==> config.mk <==
export PLATFORM = sky130hd
export DESIGN_NAME = rssi_meas_ctrl
export DESIGN_NICKNAME = d
export VERILOG_FILES = /design/src/rtl/rssi_meas_ctrl.sv
export SDC_FILE = /design/constraint.sdc
export NUM_CORES = 1
export LEC_CHECK = 0
export CORE_UTILIZATION = 60
export DETAILED_ROUTE_END_ITERATION = 8
export MAX_ROUTING_LAYER = met4
export PLACE_DENSITY = 0.88
export SETUP_SLACK_MARGIN = 0.05
export SYNTH_ARGS = -nofsm -noshare
export SYNTH_HDL_FRONTEND = slang
export SYNTH_SLANG_ARGS = --single-unit
==> constraint.sdc <==
create_clock -name clk -period 6.4 [get_ports clk]
set_input_delay 0.64 -clock clk [delete_from_list [all_inputs] [get_ports clk]]
set_output_delay 0.64 -clock clk [all_outputs]
set_load 0.005 [all_outputs]
==> src/rtl/rssi_meas_ctrl.sv <==
// RSSI measurement sequencer: clear datapath, discard warm-up strobes, gather samples, report.
// Optional link_ok hysteresis is enabled by defining RSSI_CTRL_HYST_EN.
module rssi_meas_ctrl #(
  parameter int unsigned CLR_CYCLES = 4,
  parameter int unsigned TIMEOUT    = 4096,
  parameter int unsigned HYST       = 4
) (
  input  logic       clk,
  input  logic       rst_n,
  input  logic       start,
  input  logic       abort,
  input  logic       ben,
  input  logic [7:0] rssi_in,
  input  logic       rssi_vld,
  input  logic [7:0] cfg_warmup,
  input  logic [7:0] cfg_nmeas,
  input  logic [7:0] thr,
  output logic       dp_clr,
  output logic       meas_en,
  output logic       busy,
  output logic       done,
  output logic       err,
  output logic [7:0] rssi_last,
  output logic [7:0] rssi_min,
  output logic [7:0] rssi_max,
  output logic       link_ok
);

  // One shared counter serves CLEAR cycles, WARMUP strobes and the MEASURE timeout.
  localparam int unsigned TW  = $clog2(TIMEOUT + 1);
  localparam int unsigned CLW = $clog2(CLR_CYCLES + 1);
  localparam int unsigned CW0 = (TW > 8) ? TW : 8;
  localparam int unsigned CW  = (CLW > CW0) ? CLW : CW0;
  localparam logic [CW-1:0] CLR_LAST = CW'(CLR_CYCLES - 1);
  localparam logic [CW-1:0] TO_LAST  = CW'(TIMEOUT - 1);

  localparam logic [2:0] IDLE    = 3'd0;
  localparam logic [2:0] CLEAR   = 3'd1;
  localparam logic [2:0] WARMUP  = 3'd2;
  localparam logic [2:0] MEASURE = 3'd3;
  localparam logic [2:0] REPORT  = 3'd4;

  logic [2:0]    state_q, state_d;
  logic [CW-1:0] cnt_q, cnt_d;
  logic [7:0]    smp_cnt_q, smp_cnt_d;
  logic [7:0]    warm_q, warm_d, nmeas_q, nmeas_d, thr_q, thr_d;
  logic [7:0]    cur_last_q, cur_last_d, cur_min_q, cur_min_d, cur_max_q, cur_max_d;
  logic [7:0]    last_q, min_q, max_q;
  logic          err_q, link_q, link_d;
  logic          rep_go, timed_out;
  logic [7:0]    nmeas_eff;

  assign nmeas_eff = (nmeas_q == 8'd0) ? 8'd1 : nmeas_q;

  always_comb begin
    state_d    = state_q;
    cnt_d      = cnt_q;
    smp_cnt_d  = smp_cnt_q;
    warm_d     = warm_q;
    nmeas_d    = nmeas_q;
    thr_d      = thr_q;
    cur_last_d = cur_last_q;
    cur_min_d  = cur_min_q;
    cur_max_d  = cur_max_q;
    rep_go     = 1'b0;
    timed_out  = 1'b0;
    case (state_q)
      IDLE: begin
        if (start) begin
          state_d    = CLEAR;
          cnt_d      = '0;
          smp_cnt_d  = 8'd0;
          warm_d     = cfg_warmup;
          nmeas_d    = cfg_nmeas;
          thr_d      = thr;
          cur_last_d = 8'd0;
          cur_min_d  = 8'd0;
          cur_max_d  = 8'd0;
        end
      end
      CLEAR: begin
        if (cnt_q == CLR_LAST) begin
          state_d = WARMUP;
          cnt_d   = '0;
        end else begin
          cnt_d = cnt_q + CW'(1);
        end
      end
      WARMUP: begin
        if (warm_q == 8'd0) begin
          state_d = MEASURE;
          cnt_d   = '0;
        end else if (ben) begin
          if (cnt_q[7:0] + 8'd1 == warm_q) begin
            state_d = MEASURE;
            cnt_d   = '0;
          end else begin
            cnt_d = cnt_q + CW'(1);
          end
        end
      end
      MEASURE: begin
        // A sample arriving on the timeout cycle wins over the timeout.
        if (rssi_vld) begin
          cnt_d      = '0;
          cur_last_d = rssi_in;
          if (smp_cnt_q == 8'd0 || rssi_in < cur_min_q) cur_min_d = rssi_in;
          if (smp_cnt_q == 8'd0 || rssi_in > cur_max_q) cur_max_d = rssi_in;
          smp_cnt_d = smp_cnt_q + 8'd1;
          if (smp_cnt_d == nmeas_eff) begin
            state_d = REPORT;
            rep_go  = 1'b1;
          end
        end else if (cnt_q == TO_LAST) begin
          state_d   = REPORT;
          rep_go    = 1'b1;
          timed_out = 1'b1;
        end else begin
          cnt_d = cnt_q + CW'(1);
        end
      end
      REPORT:  state_d = IDLE;
      default: state_d = IDLE;
    endcase
    if (abort) begin
      state_d = IDLE;
      rep_go  = 1'b0;
    end
  end

  always_comb begin
`ifdef RSSI_CTRL_HYST_EN
    logic [7:0] thr_lo;
    thr_lo = (32'(thr_q) < HYST) ? 8'd0 : thr_q - 8'(HYST);
    if (cur_min_d >= thr_q)     link_d = 1'b1;
    else if (cur_min_d < thr_lo) link_d = 1'b0;
    else                         link_d = link_q;
`else
    link_d = (cur_min_d >= thr_q);
`endif
    if (timed_out) link_d = 1'b0;
  end

  always_ff @(posedge clk or negedge rst_n) begin
    if (!rst_n) begin
      state_q    <= IDLE;
      cnt_q      <= '0;
      smp_cnt_q  <= 8'd0;
      warm_q     <= 8'd0;
      nmeas_q    <= 8'd0;
      thr_q      <= 8'd0;
      cur_last_q <= 8'd0;
      cur_min_q  <= 8'd0;
      cur_max_q  <= 8'd0;
      last_q     <= 8'd0;
      min_q      <= 8'd0;
      max_q      <= 8'd0;
      err_q      <= 1'b0;
      link_q     <= 1'b0;
    end else begin
      state_q    <= state_d;
      cnt_q      <= cnt_d;
      smp_cnt_q  <= smp_cnt_d;
      warm_q     <= warm_d;
      nmeas_q    <= nmeas_d;
      thr_q      <= thr_d;
      cur_last_q <= cur_last_d;
      cur_min_q  <= cur_min_d;
      cur_max_q  <= cur_max_d;
      if (rep_go) begin
        last_q <= cur_last_d;
        min_q  <= cur_min_d;
        max_q  <= cur_max_d;
        err_q  <= timed_out;
        link_q <= link_d;
      end
    end
  end

  assign dp_clr    = (state_q == CLEAR);
  assign meas_en   = (state_q == WARMUP) || (state_q == MEASURE);
  assign busy      = (state_q != IDLE);
  assign done      = (state_q == REPORT);
  assign err       = err_q;
  assign rssi_last = last_q;
  assign rssi_min  = min_q;
  assign rssi_max  = max_q;
  assign link_ok   = link_q;

endmodule

* Word level (Yosys, flattened, before mapping)
Cells that the tools add are included.
** Cells by class
- Add/sub/neg operators :: 3
- $lt $le $gt $ge :: 3
- Equal/unequal tests :: 18
- Mux-type cells :: 41
- Reductions and logical operators :: 14
** Operators by type and width (count)
- 13-bit 2-to-1 mux :: 7
- 8-bit 2-to-1 mux :: 11
- 8-bit case mux with 2 select lines :: 4
- 13-bit case mux with 4 select lines :: 1
- 3-bit 2-to-1 mux :: 9
- 8-bit zero test :: 3
- 8-bit by 1-bit adder with 8-bit output (second input constant) :: 2
- 8-bit equality test :: 2
- 4-bit != test (second input constant) :: 4
- 13-bit by 1-bit adder with 13-bit output (second input constant) :: 1
- 13-bit by 12-bit equality test with 1-bit output (second input constant) :: 1
- 13-bit by 2-bit equality test with 1-bit output (second input constant) :: 1
- 3-bit case mux with 4 select lines :: 1
- 3-bit != test (second input constant) :: 3
- 8-bit greater-or-equal comparator :: 1
- 8-bit greater-than comparator :: 1
- 8-bit less-than comparator :: 1
- 1-bit 2-to-1 mux :: 8
- 3-bit by 2-bit equality test with 1-bit output (second input constant) :: 2
- 6-bit AND reduction :: 1
- 2-bit != test (second input constant) :: 2
- 4-bit AND reduction :: 1
- 4-bit nonzero test :: 1
- 3-bit by 1-bit equality test with 1-bit output (second input constant) :: 1
- 8 further kinds :: 10
** Storage, ports and cells
- Register bits after elaboration :: 98
- Bits of input ports :: 38
- Output and inout port bits :: 30
- Word-level logic and storage cells :: 93

* Logic depth before layout (Yosys ltp)
Gate-level depths: netlist of the first run.
- Word-level depth :: 7
- Depth in mapped cells :: 15
- Gate-level depth less buffers :: 15

* Worst setup path before layout of the first run
No wires, ideal clock.
- Path kind :: in2reg
- Start :: input rssi_in[7]
- End :: register link_q, in the netlist link_ok
- Setup time :: 0.125 ns
- Arrival time :: 3.257 ns
- Required time :: 6.275 ns
- Slack :: 3.018 ns
- Stages on the path :: 14
- Path buffers :: 0
- Cell sequence :: ha_1 > nand2_1 > nor3_1 > a21oi_1 > o21ai_1 > mux2_2 > ha_1 > nand2b_1 > a21o_1 > a21oi_1 > nor2b_1 > o211ai_1 > a21oi_1 > mux2_4
** Between the ends
- Cells in the longest elaborated chain, start to end :: 7
** Ends and longest elaborated chain
- start: declaration :: line 13 : input logic [7:0] rssi_in,
- 8-bit less-than comparator :: line 107 : if (smp_cnt_q == 8'd0 || rssi_in < cur_min_q) cur_min_d = rssi_in;
- 1-bit logical OR :: line 107
- 8-bit 2-to-1 mux * :: line 107
- 8-bit 2-to-1 mux * :: line 104 : if (rssi_vld) begin
- 8-bit case mux with 2 select lines * :: line 67 : case (state_q)
- 8-bit greater-or-equal comparator * :: line 139 : link_d = (cur_min_d >= thr_q);
- 1-bit 2-to-1 mux * :: line 141 : if (timed_out) link_d = 1'b0;
- end signal: assignment :: line 175 : link_q <= link_d;
- end: declaration :: line 49 : logic err_q, link_q, link_d;
Mark *: on every way between the ends. The rest lies on a longest branch, timed or not.
A chain may end at the register's enable or synchronous reset.

* Worst setup path in the final report of the first run
- Start :: input rssi_in[4]
- End :: register link_q, in the netlist link_ok
Same word-level chain as after synthesis.

==> metrics, run 1 <==
Final Hold Vio Count 0; first-pass GRT wire length 20000 um; CTS H-tree depth 3; status finished, final reports clean; initial core utilization 62.7%; post-synthesis adder-cell area fraction 6.22%; Leakage 2.88 nW; cts repair resizes 0; I/O Buffers 67; number of buffers created by CTS 9; Synth area leader dfrtp_1; synthesized area per cell 10.3 um2; largest family of logic cells by synthesized area simple AND/OR/NAND/NOR gates; flops & latches, synth 98; Reg clk slew, reported paths 100 ps; endpoint class of the critical path flop; fin. max-slew vios 0; worst r2r src state_q[2]; Pwr Density 326 mW/mm2; Max clock buf depth 2; Reg with most FFs cnt_q; 1st-iter DRT viols 296; Slew @ Worst Pin 1220 ps; hold-fix buffers at CTS 0; CP Launch Point rssi_in[4]; Setup TNS 0 ps; setup violators final 0; row cnt 33; Max Fanout on Critical Path 8; Final nets 629; Syn Std Cell Area 0.00523 mm2; Fin Clk Skew 15.0 ps; PnR Total Power 0.00200 W; gp weighted congestion 0.856; Overflow after GRT 0; Slew headroom 18.6%; Synth area leaders dfrtp_1 (47%), ha_1 (6.2%), nand2_1 (6.0%); number of synthesized flops with an enable pin 0; Synth warnings 0; via count 4102; Post-Route WL 12200 um; synth unique cells 54; num ports 68; Register-to-Register Path Depth 12; max reg flops 13; Clk Latency, worst-skew pair 380 ps; setup bufs post-CTS 0; GR Util All Layers 30.3%; ys async rst share 100%; Peak VDD IR 149 uV; pin count of the biggest net entering global routing 61; Diodes inserted 0; Die H 95.3 um; Seq/Total Area, Yosys 46.9%; post-synth top area share 46.9%; CTS tree done; Post-Synth Simple-Gate Area 16.7%; Final min period 3960 ps; worst path required time 6670 ps; initial antenna violation count 0; Avg WL per Cell 18.1 um; Synth Flop Type dfrtp_1; area grow syn2layout 17.7%; Worst Path Arrival 4230 ps; critical path type primary input to flop; clock root buffer clkbuf_8; hold crit path type primary input to asynchronous set/reset pin; DRC violations left 0; area of the core 0.00834 mm2; Final ANT Viol Nets 0; Final Hold Slack 228 ps; vias in the first global route 4021; fraction of layout cells with a size suffix above 1 9.47%; die area 0.00909 mm2; cells after synthesis 505; Detail Placement HPWL 8380 um; xor and xnor area share after synthesis 3.85%; Tcrit/Tclk final 61.9%; Setup crit start kind primary input; RSZ-0062 raised after global routing false; Post-Syn Nets 569; max_cap viols 0; Fmax 0.252 GHz; CTS sink count 98; mux cell area share after synthesis 8.98%; drt via density 6.08; DR pass1 iterations 5; die outline width 95.3 um; Compound-Gate Fraction of Synth Area 13.0%
==> kinds of logic (layout without fill, tap and decap cells) <==
| kind of cell | Yosys count | count (layout) |
|---|---|---|
| compound gates | 93 | 93 |
| xor+xnor | 23 | 23 |
| fa+ha+maj | 26 | 26 |
| buf+inv | 51 | 116 |
| flops | 98 | 98 |
| mux | 36 | 36 |
| simple gates | 178 | 178 |
==> cell type report <==
| class | count | area, um2 |
|---|---|---|
| clock buffers | 9 | 124 |
| clock inverters | 7 | 93.8 |
| fillers | 579 | 2190 |
| inverters | 30 | 113 |
| multi-input cells | 356 | 2550 |
| flip-flops and latches | 98 | 2450 |
| well taps | 105 | 131 |
| repair buffers | 70 | 691 |
==> path summary, 6_finish.rpt <==
kind / endpoint / slack (ps)
worst max-delay path: link_ok / 2440
worst min-delay path: warm_q[2] / 230
worst max register to register: link_ok / 2750
worst min register to register: rssi_max[2] / 500
max in group asynchronous: cur_min_q[1] / 5040
min in group clk: rssi_max[2] / 500
==> where the power goes <==
part           switching, W  internal, W  leakage, nW
Sequential         0.000105     0.000743         1.31
Clock              0.000244     0.000192        0.107
Combinational      0.000416     0.000303         1.46
==> cell usage in the layout (no fill, tap or decap), types with 5 or more instances in the layout <==
| cell | n |
|---|---|
| xor2_1 | 6 |
| o21ai_0 | 23 |
| nor3_1 | 10 |
| a22o_1 | 17 |
| inv_1 | 30 |
| mux2_1 | 7 |
| mux2_2 | 8 |
| mux2_4 | 18 |
| clkbuf_8 | 9 |
| nor2_1 | 27 |
| ha_1 | 26 |
| o31ai_1 | 5 |
| a21o_1 | 5 |
| a21oi_1 | 13 |
| clkdlybuf4s50_1 | 66 |
| dfrtp_1 | 98 |
| nand2b_1 | 6 |
| nor2b_1 | 5 |
| nand2_1 | 83 |
| nand3_1 | 11 |
| xnor2_1 | 17 |
| a32o_1 | 10 |
==> metrics by stage <==
stage               instances  util [%]  area, um2  setup WS (ps)
detailed placement        659      71.1       5930           2090
finish                    675      73.7       6150           2440
global placement          659      71.1       5930           2320
floorplan                 505         -       5230           3020
global route              675      73.7       6150           2260
CTS                       675      73.7       6150           2510
==> per-layer routing <==
| metal | wire length [um] | up-vias | track usage (%) |
|---|---|---|---|
| met5 | 0 | - | - |
| met4 | 270 | 0 | 9.72 |
| met3 | 819 | 29 | 5.50 |
| met2 | 5770 | 183 | 47.2 |
| met1 | 5330 | 2002 | 40.3 |
| li1 | - | 1888 | - |
==> cell usage after synthesis (all sizes together), types with 2 or more instances <==
| master | n |
|---|---|
| dfrtp | 98 |
| nand2 | 83 |
| mux2 | 33 |
| inv | 30 |
| nor2 | 28 |
| ha | 26 |
| o21ai | 26 |
| a22o | 17 |
| xnor2 | 17 |
| a21oi | 13 |
| nand3 | 13 |
| clkbuf | 11 |
| nor3 | 11 |
| a32o | 10 |
| buf | 10 |
| nand2b | 6 |
| xor2 | 6 |
| a21o | 5 |
| nand4 | 5 |
| nor2b | 5 |
| o31ai | 5 |
| and2 | 4 |
| and4 | 4 |
| nor4 | 4 |
| o211ai | 4 |
| and3 | 3 |
| mux2i | 3 |
| nor3b | 3 |
| o21a | 3 |
| or3 | 3 |
| nor4b | 2 |
| or4 | 2 |
==> critical path: stages <==
cell and delay (ps):
clkdlybuf4s50_1 550, ha_1 360, nand2_1 50, nor3_1 220
a21oi_1 110, o21ai_1 590, mux2_2 440, ha_1 270
nand2b_1 140, a21o_1 170, a21oi_1 130, nor2b_1 60
o211ai_1 150, a21oi_1 80, mux2_4 270
(Power assumes the default switching activity.)
==> run 2, diff against run 1 <==
CORE_UTILIZATION = 56   (was 60)
PLACE_DENSITY = 0.83   (was 0.88)
clock period = 4.1 ns   (was 6.4 ns; I/O delays follow)
==> run 2 against run 1 <==
Count of clock-buffer cells in the layout is the same. Register-to-register slack got worse by 2200 ps. Global-route usage fell by 4.2 points. Critical path depth stayed put. Highest routed layer unchanged. Die area grew 7.0%. Largest power group unchanged. Cell area grew 1.1%. Core utilization is 3.8 points lower.
==> metrics, run 2 (same netlist as run 1, synthesis figures left out) <==
max reg flops 13; via count 4020; critical path type primary input to flop; Register-to-Register Path Depth 15; max_cap viols 0; DR pass1 iterations 4; fin. max-slew vios 0; Clk Latency, worst-skew pair 370 ps; cts repair resizes 0; initial core utilization 58.8%; Fmax 0.280 GHz; Final Hold Vio Count 0; die area 0.00972 mm2; endpoint class of the critical path flop; Max clock buf depth 2; die outline width 98.6 um; setup bufs post-CTS 0; Leakage 2.92 nW; Fin Clk Skew 12.0 ps; CP Launch Point rssi_in[7]; number of buffers created by CTS 9; RSZ-0062 raised after global routing false; GR Util All Layers 26.2%; setup violators final 0; hold-fix buffers at CTS 0; Diodes inserted 0; Final ANT Viol Nets 0; Reg clk slew, reported paths 110 ps; Tcrit/Tclk final 87.1%; post-layout util 69.9%; worst r2r src cur_min_q[7]; Slew headroom 36.0%; Pwr Density 493 mW/mm2; worst path required time 4370 ps; Worst Path Arrival 3840 ps; gp weighted congestion 0.855; Reg with most FFs cnt_q; DRC violations left 0; Final min period 3570 ps; drt via density 5.84; initial antenna violation count 0; R2R Setup Slk 600 ps; Peak VDD IR 289 uV; vias in the first global route 4013; Die H 98.6 um; Final nets 639; Avg WL per Cell 17.1 um; Overflow after GRT 0; Detail Placement HPWL 8570 um; commonest cells after routing, fill and taps aside dfrtp_1 (98), nand2_1 (83), clkdlybuf4s50_1 (66); status finished, final reports clean; FF-to-FF End link_ok; row cnt 34; 1st-iter DRT viols 205; fillcell total 649; CTS sink count 98; Post-Route WL 11800 um; area of the core 0.00889 mm2; fraction of layout cells with a size suffix above 1 11.0%; post-route cell area 0.00622 mm2; most common cell after layout, fill and taps aside dfrtp_1; I/O Buffers 67; Setup TNS 0 ps; CTS tree done; CTS H-tree depth 3; Max Fanout on Critical Path 8; hold crit path type primary input to asynchronous set/reset pin; num ports 68; Setup crit start kind primary input; first-pass GRT wire length 19500 um; Area after DPL 0.00601 mm2; area grow syn2layout 19.0%; clock root buffer clkbuf_8; Slew @ Worst Pin 960 ps; pin count of the biggest net entering global routing 70
==> run 2: cell count changes in the layout (fill, tap and decap cells not counted) <==
cell	change
buf_4	+10
clkinv_4	+2
bufinv_16	-1
clkinv_8	+1
clkinvlp_4	-1
inv_6	-1
==> run 2: final cells by class <==
| type | count | area (um2) | share of cell area [%] |
|---|---|---|---|
| flip-flops and latches | 98 | 2450 | 39.4 |
| repair buffers | 80 | 766 | 12.3 |
| clock buffers | 9 | 124 | 1.99 |
| inverters | 30 | 113 | 1.81 |
| clock inverters | 7 | 81.3 | 1.31 |
| multi-input cells | 356 | 2550 | 41.0 |
| well taps | 108 | 135 | 2.17 |
==> run 2: layer usage <==
layer | track usage, % | share of wire [%] | vias to the layer above
li1 | - | - | 1910
met1 | 35.1 | 46 | 2002
met2 | 42.7 | 49 | 96
met3 | 2.55 | 3.5 | 12
met4 | 7.46 | 1.1 | 0
met5 | - | 0 | -
==> run 2: worst max path at each step <==
stage | cells after the start | to
6_report | 15 | link_ok
5_1_grt | 15 | link_ok
4_1_cts | 15 | link_ok
3_5_place_dp | 15 | link_ok
3_3_place_gp | 15 | link_ok
2_1_floorplan | 14 | link_ok
==> run 2: power breakdown <==
group	internal, W	leakage, nW	switching (W)
Clock	0.000244	0.103	0.000383
Combinational	0.000485	1.51	0.000626
Sequential	0.00116	1.31	0.000168
==> run 2: stage by stage <==
step | cells | hold WS, ps | total power (W) | worst slack, ps
after floorplan | 505 | 114 | 0.00209 | 948
after global placement | 672 | 461 | 0.00240 | 270
after detailed placement | 672 | 480 | 0.00245 | 169
after CTS | 688 | 195 | 0.00308 | 542
after global routing | 688 | 235 | 0.00325 | 388
final | 688 | 133 | 0.00307 | 529
==> run 2: worst max-delay path, cell delays in order <==
cell	delay, ps
clkdlybuf4s50_1	420
ha_1	310
nand2_1	70
nor3_1	180
a21oi_1	110
o21ai_1	560
mux2_2	440
ha_1	270
nand2b_1	140
a21o_1	170
a21oi_1	130
nor2b_1	60
o211ai_1	190
a21oi_1	100
mux2_4	280
==> run 3, diff against run 2 <==
CORE_MARGIN = 2   (was unset)
SETUP_SLACK_MARGIN = 0.15   (was 0.05)
==> run 3 against run 2 <==
Die area is 4.1% higher. Power is 0.93% higher. Combinational power hardly changed. Count of clock-buffer cells in the layout stayed put. Clock power is 2% higher. Non-clock buffer count unchanged. Core utilization decreased by 2.0 points. Fmax decreased by 1.6%. Critical endpoint unchanged. Largest cell class unchanged.
==> metrics, run 3 (same netlist as run 1, synthesis figures left out) <==
number of buffers created by CTS 9; Placed Instances 675; CTS sink count 98; CP Launch Point rssi_in[7]; setup violators final 0; max reg flops 13; Register-to-Register Path Depth 15; Avg WL per Cell 17.0 um; Detail Placement HPWL 8340 um; most common cell after layout, fill and taps aside dfrtp_1; area of the core 0.00915 mm2; Final Hold Slack 185 ps; Overflow after GRT 0; Final nets 639; post-layout util 68.0%; row cnt 35; Slew @ Worst Pin 975 ps; num ports 68; R2R Setup Slk 520 ps; drt via density 5.77; Max clock buf depth 2; via count 3986; status finished, final reports clean; Fin Clk Skew 17.6 ps; Slew headroom 35.0%; vias in the first global route 3903; cells along the critical path clkdlybuf4s50_1 > ha_1 > nand2_1 > nor3_1 > a21oi_1 > o21ai_1 > mux2_2 > ha_1 > nand2b_1 > a21o_1 > a21oi_1 > nor2b_1 > o211ai_1 > a21oi_1 > mux2_4; Post-Route WL 11800 um; Tcrit/Tclk final 88.5%; hold-fix buffers at CTS 0; setup bufs post-CTS 0; commonest cells after routing, fill and taps aside dfrtp_1 (98), nand2_1 (83), clkdlybuf4s50_1 (66); worst r2r src cur_min_q[7]; initial antenna violation count 0; 1st-iter DRT viols 215; die area 0.0101 mm2; Final min period 3630 ps; clock root buffer clkbuf_8; DRC violations left 0; gp weighted congestion 0.851; most frequent CP cell a21oi_1; critical path type primary input to flop; Diodes inserted 0; max_cap viols 0; Setup crit start kind primary input; Setup TNS 0 ps; GR Util All Layers 25.2%; fillcell total 682; Reg clk slew, reported paths 120 ps; first-pass GRT wire length 19300 um; Worst Path Arrival 3920 ps; FF-to-FF End link_ok; Final Instance Count excl. Fillers 691; pin count of the biggest net entering global routing 80; Final Hold Vio Count 0; Reg with most FFs cnt_q; Peak VDD IR 270 uV; area grow syn2layout 19.0%; hold crit path type primary input to asynchronous set/reset pin; Leakage 2.92 nW; CP max stage cell o21ai_1; fraction of layout cells with a size suffix above 1 11.0%; Pwr Density 497 mW/mm2; DR pass1 iterations 4; CTS tree done; CTS H-tree depth 3; worst path required time 4390 ps; Fmax 0.276 GHz; Worst path max stage delay 610 ps; Max Fanout on Critical Path 8; die outline width 101 um; initial core utilization 57.1%; I/O Buffers 67; Final ANT Viol Nets 0; Die H 101 um; RSZ-0062 raised after global routing false; Clk Latency, worst-skew pair 390 ps; fin. max-slew vios 0; cts repair resizes 0; endpoint class of the critical path flop
==> run 3: metal layers <==
layer	vias to the layer above	track usage [%]	part of all wire [%]
met5	-	-	0
met4	0	7.80	1.1
met3	10	2.91	5.3
met2	129	37.2	45
met1	1936	36.6	48
li1	1911	-	-
==> run 3: final cells by class <==
cell class | count | area, um2 | share of cell area [%]
well taps | 111 | 139 | 2.23
clock inverters | 7 | 81.3 | 1.31
inverters | 30 | 113 | 1.81
flip-flops and latches | 98 | 2450 | 39.4
multi-input cells | 356 | 2550 | 40.9
repair buffers | 80 | 766 | 12.3
clock buffers | 9 | 124 | 1.99
==> run 3: worst max-delay path: cells and delay by family <==
| kind | cells | cell delay (ps) |
|---|---|---|
| AO/OA/AOI/OAI | 6 | 1310 |
| adder cells (fa/ha/maj) | 2 | 580 |
| buffers and inverters | 1 | 430 |
| multiplexers | 2 | 730 |
| AND/OR/NAND/NOR | 4 | 470 |
==> run 3: stage by stage <==
stage | cell area, um2 | worst slack (ps) | total power [W]
after detailed placement | 6020 | 157 | 0.00246
final | 6220 | 470 | 0.00309
after CTS | 6220 | 516 | 0.00310
after global placement | 6020 | 303 | 0.00241
after floorplan | 5230 | 948 | 0.00209
after global routing | 6220 | 316 | 0.00330
==> run 3: where the power goes <==
part	internal [W]	total, W	switching, W	leakage, nW
logic	0.000485	0.00113	0.000646	1.51
registers	0.00116	0.00132	0.000165	1.31
clock network	0.000244	0.000639	0.000395	0.103
total	0.00189	0.00309	0.00121	2.92
==> run 3: worst max-delay path by stage <==
stage / cells past startpoint / slack (ps) / endpoint
2_1_floorplan: 14 / 950 / link_ok
3_3_place_gp: 15 / 300 / link_ok
3_5_place_dp: 15 / 160 / link_ok
4_1_cts: 15 / 520 / link_ok
5_1_grt: 15 / 320 / link_ok
6_report: 15 / 470 / link_ok
